**src/rtl/fpga_spi_master_if.sv**
```systemverilog
// Host/peripheral-facing signal bundle for fpga_spi_master.
// The master modport is the SPI engine's view; slave is the host/board side.
interface fpga_spi_master_if #(
    parameter int DATA_W = 8,
    parameter int CS_N   = 3
);
    logic [1:0]        Mode;
    logic [DATA_W-1:0] data_to_send;
    logic              write_ready;
    logic              read_ready;
    logic [1:0]        secondary_num_i;
    logic              flag_inv_i;
    logic              MISO;
    logic              MOSI;
    logic [CS_N-1:0]   CS;
    logic              SCLK;
    logic              ready_send;
    logic              ready_read;
    logic [DATA_W-1:0] recieved_data;

    modport master (
        input  Mode, data_to_send, write_ready, read_ready,
        input  secondary_num_i, flag_inv_i, MISO,
        output MOSI, CS, SCLK, ready_send, ready_read, recieved_data
    );

    modport slave (
        output Mode, data_to_send, write_ready, read_ready,
        output secondary_num_i, flag_inv_i, MISO,
        input  MOSI, CS, SCLK, ready_send, ready_read, recieved_data
    );
endinterface

```
**src/rtl/fpga_spi_master.sv**
```systemverilog
// Single-channel SPI master, CS_N chip selects, all four CPOL/CPHA modes.
// One 8-bit write or one 8-bit read per request, level-ready handshake.
// SCLK runs at CLK/2; request to ready rising is 2*DATA_W+2 cycles.
// Optional macro FPGA_SPI_LSB_FIRST_EN: shift LSB first instead of MSB first.
module fpga_spi_master #(
    parameter int DATA_W = 8,
    parameter int CS_N   = 3
) (
    input logic               CLK,
    input logic               Reset,
    fpga_spi_master_if.master bus
);
    localparam int               CNT_W    = $clog2(2 * DATA_W);
    localparam logic [CNT_W-1:0] LAST_CNT = CNT_W'(2 * DATA_W - 1);

`ifdef FPGA_SPI_LSB_FIRST_EN
    localparam int FIRST_BIT = 0;

    function automatic logic [DATA_W-1:0] shift_tx(input logic [DATA_W-1:0] w);
        return w >> 1;
    endfunction

    function automatic logic [DATA_W-1:0] shift_rx(input logic [DATA_W-1:0] w, input logic b);
        return {b, w[DATA_W-1:1]};
    endfunction
`else
    localparam int FIRST_BIT = DATA_W - 1;

    function automatic logic [DATA_W-1:0] shift_tx(input logic [DATA_W-1:0] w);
        return w << 1;
    endfunction

    function automatic logic [DATA_W-1:0] shift_rx(input logic [DATA_W-1:0] w, input logic b);
        return {w[DATA_W-2:0], b};
    endfunction
`endif

    typedef enum logic [1:0] {IDLE, SETUP, SHIFT, DONE} state_t;

    state_t            state, state_next;
    logic [1:0]        mode_q;
    logic              inv_q;
    logic [1:0]        sel_q;
    logic              is_write_q;
    logic [DATA_W-1:0] tx_sr;
    logic [DATA_W-1:0] rx_sr;
    logic [DATA_W-1:0] rx_data;
    logic [CNT_W-1:0]  cnt;
    logic              sclk_q;
    logic              mosi_q;
    logic              sel_ok;
    logic              accept;
    logic              upd_edge;
    logic [CS_N-1:0]   cs_sel;
    logic [CS_N-1:0]   cs_out;
    logic              ready_send_c;
    logic              ready_read_c;

    // Out-of-range slave index drops the request entirely
    assign sel_ok   = 32'(bus.secondary_num_i) < CS_N;
    assign accept   = (bus.write_ready | bus.read_ready) & sel_ok;
    // Even cnt = leading SCLK edge; CPHA=0 updates MOSI on trailing, CPHA=1 on leading
    assign upd_edge = cnt[0] ^ mode_q[0];

    // State register
    always_ff @(posedge CLK or negedge Reset) begin
        if (!Reset) begin
            state <= IDLE;
        end else begin
            state <= state_next;
        end
    end

    // Next-state decode plus chip-select and ready flags
    always_comb begin
        state_next   = state;
        cs_sel       = CS_N'(1) << sel_q;
        cs_out       = {CS_N{~inv_q}};
        ready_send_c = 1'b1;
        ready_read_c = 1'b1;

        case (state)
            IDLE:    if (accept) state_next = SETUP;
            SETUP:   state_next = SHIFT;
            SHIFT:   if (cnt == LAST_CNT) state_next = DONE;
            DONE:    state_next = IDLE;
            default: state_next = IDLE;
        endcase

        if (state == SETUP || state == SHIFT) begin
            cs_out = inv_q ? cs_sel : ~cs_sel;
        end

        if (state != IDLE) begin
            if (is_write_q) ready_send_c = 1'b0;
            else            ready_read_c = 1'b0;
        end
    end

    // Request latching, SCLK generation and the shift datapath
    always_ff @(posedge CLK or negedge Reset) begin
        if (!Reset) begin
            mode_q     <= '0;
            inv_q      <= 1'b0;
            sel_q      <= '0;
            is_write_q <= 1'b0;
            tx_sr      <= '0;
            rx_sr      <= '0;
            rx_data    <= '0;
            cnt        <= '0;
            sclk_q     <= 1'b0;
            mosi_q     <= 1'b0;
        end else begin
            case (state)
                IDLE: begin
                    sclk_q <= mode_q[1];
                    mosi_q <= 1'b0;
                    cnt    <= '0;
                    if (accept) begin
                        mode_q     <= bus.Mode;
                        inv_q      <= bus.flag_inv_i;
                        sel_q      <= bus.secondary_num_i;
                        is_write_q <= bus.write_ready;
                        sclk_q     <= bus.Mode[1];
                        if (!bus.write_ready) begin
                            tx_sr <= '0;
                        end else if (bus.Mode[0]) begin
                            tx_sr <= bus.data_to_send;
                        end else begin
                            // CPHA=0 presents the first bit before any SCLK edge
                            mosi_q <= bus.data_to_send[FIRST_BIT];
                            tx_sr  <= shift_tx(bus.data_to_send);
                        end
                    end
                end
                SETUP: begin
                end
                SHIFT: begin
                    sclk_q <= ~sclk_q;
                    cnt    <= cnt + 1'b1;
                    if (upd_edge) begin
                        mosi_q <= tx_sr[FIRST_BIT];
                        tx_sr  <= shift_tx(tx_sr);
                    end else if (!is_write_q) begin
                        rx_sr <= shift_rx(rx_sr, bus.MISO);
                    end
                end
                DONE: begin
                    sclk_q <= mode_q[1];
                    mosi_q <= 1'b0;
                    if (!is_write_q) rx_data <= rx_sr;
                end
                default: begin
                end
            endcase
        end
    end

    assign bus.SCLK          = sclk_q;
    assign bus.MOSI          = mosi_q;
    assign bus.CS            = cs_out;
    assign bus.ready_send    = ready_send_c;
    assign bus.ready_read    = ready_read_c;
    assign bus.recieved_data = rx_data;
endmodule

```
**src/flat_wrapper.sv**
```systemverilog
// flat-port wrapper written by rule: the top's interface ports become plain ports
module fpga_spi_master_flat 
#(
    parameter int DATA_W = 8,
    parameter int CS_N   = 3
)
  (CLK, Reset, bus_Mode, bus_data_to_send, bus_write_ready, bus_read_ready, bus_secondary_num_i, bus_flag_inv_i, bus_MISO, bus_MOSI, bus_CS, bus_SCLK, bus_ready_send, bus_ready_read, bus_recieved_data);
  fpga_spi_master_if #(.DATA_W(DATA_W), .CS_N(CS_N)) bus_i ();
  input logic CLK;
  input logic Reset;
  input wire logic [$bits(bus_i.Mode)-1:0] bus_Mode;
  input wire logic [$bits(bus_i.data_to_send)-1:0] bus_data_to_send;
  input wire logic [$bits(bus_i.write_ready)-1:0] bus_write_ready;
  input wire logic [$bits(bus_i.read_ready)-1:0] bus_read_ready;
  input wire logic [$bits(bus_i.secondary_num_i)-1:0] bus_secondary_num_i;
  input wire logic [$bits(bus_i.flag_inv_i)-1:0] bus_flag_inv_i;
  input wire logic [$bits(bus_i.MISO)-1:0] bus_MISO;
  output wire logic [$bits(bus_i.MOSI)-1:0] bus_MOSI;
  output wire logic [$bits(bus_i.CS)-1:0] bus_CS;
  output wire logic [$bits(bus_i.SCLK)-1:0] bus_SCLK;
  output wire logic [$bits(bus_i.ready_send)-1:0] bus_ready_send;
  output wire logic [$bits(bus_i.ready_read)-1:0] bus_ready_read;
  output wire logic [$bits(bus_i.recieved_data)-1:0] bus_recieved_data;
  assign bus_i.Mode = bus_Mode;
  assign bus_i.data_to_send = bus_data_to_send;
  assign bus_i.write_ready = bus_write_ready;
  assign bus_i.read_ready = bus_read_ready;
  assign bus_i.secondary_num_i = bus_secondary_num_i;
  assign bus_i.flag_inv_i = bus_flag_inv_i;
  assign bus_i.MISO = bus_MISO;
  assign bus_MOSI = bus_i.MOSI;
  assign bus_CS = bus_i.CS;
  assign bus_SCLK = bus_i.SCLK;
  assign bus_ready_send = bus_i.ready_send;
  assign bus_ready_read = bus_i.ready_read;
  assign bus_recieved_data = bus_i.recieved_data;
  fpga_spi_master #(.DATA_W(DATA_W), .CS_N(CS_N)) u_core (.CLK(CLK), .Reset(Reset), .bus(bus_i));
endmodule
```
**config.mk**
```make
export PLATFORM = sky130hd
export DESIGN_NAME = fpga_spi_master_flat
export DESIGN_NICKNAME = d
export VERILOG_FILES = /design/src/rtl/fpga_spi_master_if.sv /design/src/rtl/fpga_spi_master.sv /design/src/flat_wrapper.sv
export SDC_FILE = /design/constraint.sdc
export NUM_CORES = 1
export LEC_CHECK = 0
export ABC_AREA = 1
export ABC_CLOCK_PERIOD_IN_PS = 2200
export CAP_MARGIN = 20
export CORE_AREA = 5 5 60 75
export CTS_CLUSTER_DIAMETER = 60
export CTS_CLUSTER_SIZE = 28
export DETAILED_ROUTE_END_ITERATION = 8
export DIE_AREA = 0 0 65 80
export PLACE_DENSITY = 0.81
export SLEW_MARGIN = 10
export SYNTH_ARGS = -nofsm -noshare
export SYNTH_HDL_FRONTEND = slang
export SYNTH_SLANG_ARGS = --single-unit
```
**constraint.sdc**
```tcl
create_clock -name CLK -period 2.2 [get_ports CLK]
set_input_delay 0.44 -clock CLK [delete_from_list [all_inputs] [get_ports CLK]]
set_output_delay 0.44 -clock CLK [all_outputs]
set_load 0.03 [all_outputs]
```
==> results of run 1 <==
final timing paths:
| check | endpoint | slack [ns] |
|---|---|---|
| hold reg to reg | u_core.tx_sr[3]$_DFFE_PN0P_ | 0.48 |
| setup reg to reg | u_core.is_write_q$_DFFE_PN0P_ | 0.47 |
| min in group CLK | u_core.tx_sr[3]$_DFFE_PN0P_ | 0.48 |
| setup / recovery | bus_ready_read | 0.13 |
| hold / removal | u_core.bus.recieved_data[5]$_DFFE_PN0P_ | 0.24 |
| max in group asynchronous | u_core.bus.SCLK$_DFFE_PN0P_ | 1.44 |
timing repair:
| item | CTS | global route |
|---|---|---|
| setup buffers | 0 | 3 |
| gates resized for setup | 2 | 1 |
| endpoints found under the setup margin | 2 | 3 |
cells by family (layout without fill, tap and decap cells):
family                     after synthesis  in the layout  synth area share
and+or+nand+nor                        132            132             0.283
buffers and inverters                   44             83            0.0936
DFF                                     38             38             0.474
AOI/OAI and AO/OA                       34             34            0.0924
adders and majority gates                7              7            0.0437
xor gates and xnor gates                 3              3            0.0131
layer usage:
| metal | share of wire | vias to the layer above | GRT usage | routed length, µm |
|---|---|---|---|---|
| met5 | 0 | - | 0 | 0 |
| li1 | - | 872 | - | - |
| met3 | 0.030 | 5 | 0.0423 | 126 |
| met4 | 0.014 | 0 | 0.0571 | 57 |
| met2 | 0.51 | 26 | 0.310 | 2120 |
| met1 | 0.44 | 803 | 0.222 | 1830 |
state kept, by name, summed over array words and instances (netlist names):
name / count
u_core.bus.MOSI: 1
u_core.bus.SCLK: 1
u_core.bus.recieved_data: 8
u_core.cnt: 4
u_core.inv_q: 1
u_core.is_write_q: 1
u_core.mode_q: 2
u_core.rx_sr: 8
u_core.sel_q: 2
u_core.state: 2
u_core.tx_sr: 8
cell type report:
class	instances	area, µm²	share of cell area
Clock buffer	6	82.6	0.0330
Multi-Input combinational cell	176	866	0.346
Tap cell	40	50.0	0.0200
Timing Repair Buffer	38	352	0.141
Clock inverter	2	60.1	0.0240
Sequential cell	38	951	0.380
Inverter	37	139	0.0556
worst register-to-register path: cells and delay by family (launching register included):
| kind | cells | cell delay [ns] |
|---|---|---|
| buf+inv | 2 | 0.23 |
| fa+ha+maj | 1 | 0.26 |
| simple gates | 2 | 0.64 |
| compound gates | 1 | 0.11 |
| flops | 1 | 0.40 |
power by group through the flow:
| stage | logic (mW) | registers (mW) | clock network, mW |
|---|---|---|---|
| after floorplan | 1.14 | 1.26 | 0 |
| after global placement | 1.75 | 1.15 | 0 |
| after detailed placement | 1.78 | 1.16 | 0 |
| after CTS | 1.77 | 1.15 | 0.738 |
| after global routing | 2.02 | 1.19 | 0.764 |
| final | 1.81 | 1.14 | 0.725 |
cells in the final DEF (no fill, tap or decap), types with 2 or more instances in the layout:
| cell type | Yosys | layout |
|---|---|---|
| buf_4 | 3 | 9 |
| nand3_1 | 24 | 24 |
| bufinv_16 | 0 | 2 |
| nand2_1 | 93 | 93 |
| inv_1 | 37 | 37 |
| o21ai_0 | 25 | 25 |
| clkbuf_8 | 0 | 6 |
| a21oi_1 | 6 | 6 |
| xor2_1 | 3 | 3 |
| ha_1 | 7 | 7 |
| dfrtp_1 | 38 | 38 |
| nor2_1 | 9 | 9 |
| nor2_4 | 2 | 2 |
| clkdlybuf4s50_1 | 0 | 26 |
==> results.sh, run 1 <==
export IMPL_status="finished clean"
export IMPL_layout_min_cycle_time_ns=2.07
export IMPL_ys_types=20
export IMPL_fin_crit_sh=0.942
export IMPL_cp_slowest_stage_delay_ns=0.40
export IMPL_grt_pass1_vias=1709
export IMPL_critPathArrivalTime_ns=1.63
export IMPL_avgSynthCellArea_um2=7.77
export IMPL_p_total_mw=3.68
export IMPL_final_core_util=0.672
export IMPL_route_detailed_drc=0
export IMPL_port_buffers=32
export IMPL_fillers=310
export IMPL_clkSlewWorstSetupHoldPaths_ns=0.07
export IMPL_combPwrFrac=0.492
export IMPL_rows=25
export IMPL_skew_ns=0.00500
export IMPL_fin_tns_setup_ns=0
export IMPL_wl_per_cell_um=12.3
export IMPL_place_inst=326
export IMPL_grt_max_degree=39
export IMPL_fin_cells=337
export IMPL_yosysWarnings=0
export IMPL_synth_seq_cells=38
export IMPL_power_share_switching=0.427
export IMPL_grt_pass1_wl_um=7400
export IMPL_gp_congestion=0.850
export IMPL_vias_per_cell=5.06
export IMPL_end_kind="output pin"
export IMPL_drive_gt1_frac=0.0842
export IMPL_crit_type="reg2out"
export IMPL_worst_pin_slew_ns=0.819
export IMPL_cpMostUsedCell="inv_1"
export IMPL_cts_made_buffers=5
export IMPL_core_area_um2=3720
export IMPL_final_cell_area_um2=2500
export IMPL_dp_hpwl_um=3040
export IMPL_cp_data_required_time_ns=1.76
export IMPL_synth_most_common_cell="nand2_1"
export IMPL_fp_dieH_um=80
export IMPL_start_util=0.538
export IMPL_htree_levels=2
export IMPL_die_w_um=65
export IMPL_slowest_stage="dfrtp_1"
export IMPL_grt_antenna_before_repair=0
export IMPL_finalHoldViolCount=0
export IMPL_holdBufCountCts=0
export IMPL_grt_total_usage=0.180
export IMPL_io_pins=33
export IMPL_power_density_nw_per_um2=1470
export IMPL_power_switching_mw=1.57
export IMPL_syn_inst=258
export IMPL_async_reset_ff_frac=1.00
export IMPL_pwr_share_seq=0.311
export IMPL_setup_worst_path_start_class="flop"
export IMPL_areaGrowthSynthToFinish_pct=24.7
export IMPL_hold_path_class="in2async"
export IMPL_drt_total_wl_um=4140
export IMPL_synth_fp_nets=283
export IMPL_reg2reg_depth=6
export IMPL_cp_depth=5
export IMPL_holdWs_ns=0.243
export IMPL_path_cells="inv_1 > ha_1 > inv_1 > nand2_1 > dlygate4sd2_1"
export IMPL_critPathTopFamily="buffers and inverters"
export IMPL_p_leak_nw=1.28
export IMPL_cts_max_path_buffers=2
export IMPL_synth_cell_area_um2=2000
export IMPL_setup_ws_ns=0.128
export IMPL_cts_sinks=38
export IMPL_rsz0062_at_grt="no"
export IMPL_synth_common_cells="nand2_1, dfrtp_1, inv_1"
export IMPL_cap_violations=0
export IMPL_max_slew_margin=0.454
export IMPL_ant_nets=0
export IMPL_dp_slack_ns=0.137
export IMPL_cts_root_buf="clkbuf_8"
export IMPL_cts_tree="yes"
export IMPL_grt_overflow_total=0
export IMPL_synthTopCellsByArea="dfrtp_1, nand2_1, inv_1, o21ai_0, nand3_1"
export IMPL_synth_ff_type="dfrtp_1"
export IMPL_final_max_slew_viol_count=0
export IMPL_synth_top_area_cell="dfrtp_1"
export IMPL_yosysSeqAreaShare=0.474
export IMPL_num_vias=1706
export IMPL_synth_top_area_share=0.474
export IMPL_vdd_ir_drop_max_mv=0.780
export IMPL_path_max_fanout=4
export IMPL_insertion_delay_ns=0.29
export IMPL_synth_edf_count=0
export IMPL_clkPwrFrac=0.197
export IMPL_die_area_um2=5200
export IMPL_p_int_mw=2.11
export IMPL_initialDrtViolationCount=93
export IMPL_fmax_mhz=483
export IMPL_nets=321
export IMPL_place_area_um2=2340
export IMPL_critPathBufInv=3
export IMPL_setup_violations=0
export IMPL_diodes=0
export IMPL_r2r_start="u_core.state[0]$_DFFE_PN0P_"
export IMPL_firstDrtPassIters=4
export IMPL_crit_start="u_core.state[0]$_DFFE_PN0P_"
Power figures use the tool's default switching activity.
==> run 2: changes to the inputs <==
--- a/config.mk
+++ b/config.mk
@@ -14,7 +14,6 @@
 export DETAILED_ROUTE_END_ITERATION = 8
 export DIE_AREA = 0 0 65 80
 export PLACE_DENSITY = 0.81
-export SLEW_MARGIN = 10
 export SYNTH_ARGS = -nofsm -noshare
 export SYNTH_HDL_FRONTEND = slang
 export SYNTH_SLANG_ARGS = --single-unit
==> results of run 2 <==
Same layout as run 1: the final DEF is identical, and so are final timing and power.
==> variant (flow settings as in run 2) <==
`CS_N` is set to 3 in 3 places; all go to 5.
--- a/src/rtl/fpga_spi_master_if.sv
+++ b/src/rtl/fpga_spi_master_if.sv
@@ -2,7 +2,7 @@
 // The master modport is the SPI engine's view; slave is the host/board side.
 interface fpga_spi_master_if #(
     parameter int DATA_W = 8,
-    parameter int CS_N   = 3
+    parameter int CS_N   = 5
 );
     logic [1:0]        Mode;
     logic [DATA_W-1:0] data_to_send;
--- a/src/rtl/fpga_spi_master.sv
+++ b/src/rtl/fpga_spi_master.sv
@@ -4,7 +4,7 @@
 // Optional macro FPGA_SPI_LSB_FIRST_EN: shift LSB first instead of MSB first.
 module fpga_spi_master #(
     parameter int DATA_W = 8,
-    parameter int CS_N   = 3
+    parameter int CS_N   = 5
 ) (
     input logic               CLK,
     input logic               Reset,
--- a/src/flat_wrapper.sv
+++ b/src/flat_wrapper.sv
@@ -2,7 +2,7 @@
 module fpga_spi_master_flat 
 #(
     parameter int DATA_W = 8,
-    parameter int CS_N   = 3
+    parameter int CS_N   = 5
 )
   (CLK, Reset, bus_Mode, bus_data_to_send, bus_write_ready, bus_read_ready, bus_secondary_num_i, bus_flag_inv_i, bus_MISO, bus_MOSI, bus_CS, bus_SCLK, bus_ready_send, bus_ready_read, bus_recieved_data);
   fpga_spi_master_if #(.DATA_W(DATA_W), .CS_N(CS_N)) bus_i ();
Ports: changed (resized bus_CS); port bits go from 33 to 35. No check against the original RTL was run, so the function may have changed too.
==> variant against run 2 <==
Critical path depth rose by 1. Synthesized area did not move. Clock skew fell by 2.8 ps. Worst hold slack got worse by 63 ps. Synthesized cell count fell by 1.2%. Via count fell by 0.53%. Routed wire length fell by 0.31%. Setup slack improved by 34 ps. Power rose by 8.0%. Combinational power rose by 14%. Sequential cell count did not move. Design area rose by 1.1%. Highest routed layer unchanged.
==> variant: results (changes against run 2) <==
* Status: finished, final reports clean
* Antenna violations before repair at 0 (unchanged)
* Dpl cells at 327 (+0.31%)
* Worst Path Arrival at 1600 ps (-30 ps)
* Max Buffers Root-to-Sink at 2 (unchanged)
* Fill count at 302 (-2.6%)
* Non-Filler Instances at 336 (-0.30%)
* Switching share of power at 43.8% (+1.1 points)
* Post-synthesis sequential area ratio at 47.4% (unchanged)
* Hold WC Path Type: in2async
* Root buf cell: clkbuf_8
* CTS HTree Levels at 2 (unchanged)
* Clk_lat worst skew at 290 ps (about the same)
* Adder-Cell Fraction of Synth Area at 4.37% (unchanged)
* Slew Limit Headroom at 69.3% (+24 points)
* Inserted Diodes at 0 (unchanged)
* Initial DRC count at 80 (-14%)
* Synth cell types at 18 (-10%)
* Synth cell count leaders: nand2_1, dfrtp_1, inv_1
* DR pass1 iterations at 4 (unchanged)
* Ranking of synthesized cells by area: dfrtp_1, nand2_1, nand3_1
* Ys flop type: dfrtp_1
* Post-Synth XOR/XNOR Area at 1.75% (+0.44 points)
* DR vias/cell at 5.05 (-0.23%)
* Worst-path clk slew at 70 ps (about the same)
* Compound-Gate Fraction of Synth Area at 4.00% (-5.2 points)
* CTS Buf Count at 5 (unchanged)
* Port Buffer Count at 34 (+6.3%)
* Post-synthesis area per instance at 7.86 µm² (+1.2%)
* Maximum ir drop on the vdd rail at 0.895 mV (+15%)
* All-Layer GR Usage at 17.5% (-0.56 points)
* Crit Path Max Fanout at 5 (+1)
* Largest net degree at the start of global routing at 39 (unchanged)
* Post-synthesis mux area share at 4.49% (+4.5 points)
* Ys Warns at 0 (unchanged)
* WL/cell at 12.3 µm (about the same)
* Mapped Nets at 280 (-1.1%)
* # hold bufs at CTS at 0 (unchanged)
* Clk_skew at 2.21 ps (-2.78 ps)
* Fraction of registers with async set/reset at 100% (unchanged)
* Nets at 320 (-0.31%)
* Vias in the first global route at 1613 (-5.6%)
* LEAKAGE at 1.36 nW (+6.0%)
* Share of layout cells above drive strength 1 at 13.2% (+4.8 points)
* Remaining DRCs at 0 (unchanged)
* Final RePlAce weighted congestion at 0.925 (+8.8%)
* First-pass GRT wire length at 7040 µm (-4.8%)
* Final HPWL DP at 3070 µm (+1.3%)
## variant: cell count changes after synthesis, moves of 3 or more
cell and delta:
a21oi_1 +3, inv_1 -12, inv_2 +5, mux2_2 +8, nand2_1 +15, nand2_2 +3
nand3_1 -5, nor2_1 +3, o21ai_0 -21
## variant: routing by layer
layer / track usage [%] / up-vias / wire, µm
li1: - / 862 / -
met1: 21.3 / 787 / 1760
met2: 29.9 / 43 / 2090
met3: 3.24 / 5 / 192
met4: 7.61 / 0 / 79
met5: 0 / - / 0
## variant: power groups by stage
stage	Combinational, mW	Clock, mW	Sequential (mW)
floorplan	1.27	0	1.33
global route	2.27	0.752	1.25
finish	2.06	0.703	1.21
CTS	2.02	0.718	1.21
detailed placement	2.03	0	1.22
global placement	1.98	0	1.21
## variant: cell families after synthesis
group / count (synthesis)
flops: 38
xor+xnor: 4
buf+inv: 34
fa+ha+maj: 7
mux: 8
simple gates: 148
compound gates: 16
## variant: worst paths after layout
check / from / cells after the start / endpoint / slack [ps]
worst max-delay path: u_core.state[0]$_DFFE_PN0P_ / 6 / bus_CS[1] / 160
worst max register to register: u_core.state[0]$_DFFE_PN0P_ / 7 / u_core.bus.SCLK$_DFFE_PN0P_ / 410
min in group CLK: u_core.rx_sr[7]$_DFFE_PN0P_ / 2 / u_core.rx_sr[7]$_DFFE_PN0P_ / 480
max in group asynchronous: Reset / 2 / u_core.bus.MOSI$_DFFE_PN0P_ / 1700
worst min register to register: u_core.rx_sr[7]$_DFFE_PN0P_ / 2 / u_core.rx_sr[7]$_DFFE_PN0P_ / 480
worst min-delay path: Reset / 2 / u_core.tx_sr[2]$_DFFE_PN0P_ / 180
## variant: final cells by class
cell class	instances	share of cell area (%)
inverter	30	4.46
clock buffer	5	2.72
sequential	38	37.6
multi-input combinational	183	36.8
clock inverter	3	2.72
timing repair buffer	37	13.7
tap	40	1.98
## variant: timing repair
action | CTS | global route
endpoints found under the hold margin | 0 | 0
setup endpoints to repair | 2 | 4
buffers inserted | 0 | 1
resized for setup | 2 | 2
## variant: per-stage QoR
stage          area, µm²  hold slack, ps  setup slack [ps]
4_1_cts             2510             194              64.4
5_1_grt             2530             222              55.1
6_report            2530             180               162
2_1_floorplan       2000             144               356
3_3_place_gp        2370             454               192
3_5_place_dp        2370             461               135
## variant: critical path, cell delays in order, from the launching register on
cell and delay, ps:
dfrtp_1 420, inv_1 180, ha_4 250, nand3_1 100
xor2_1 140, inv_1 50, buf_4 160
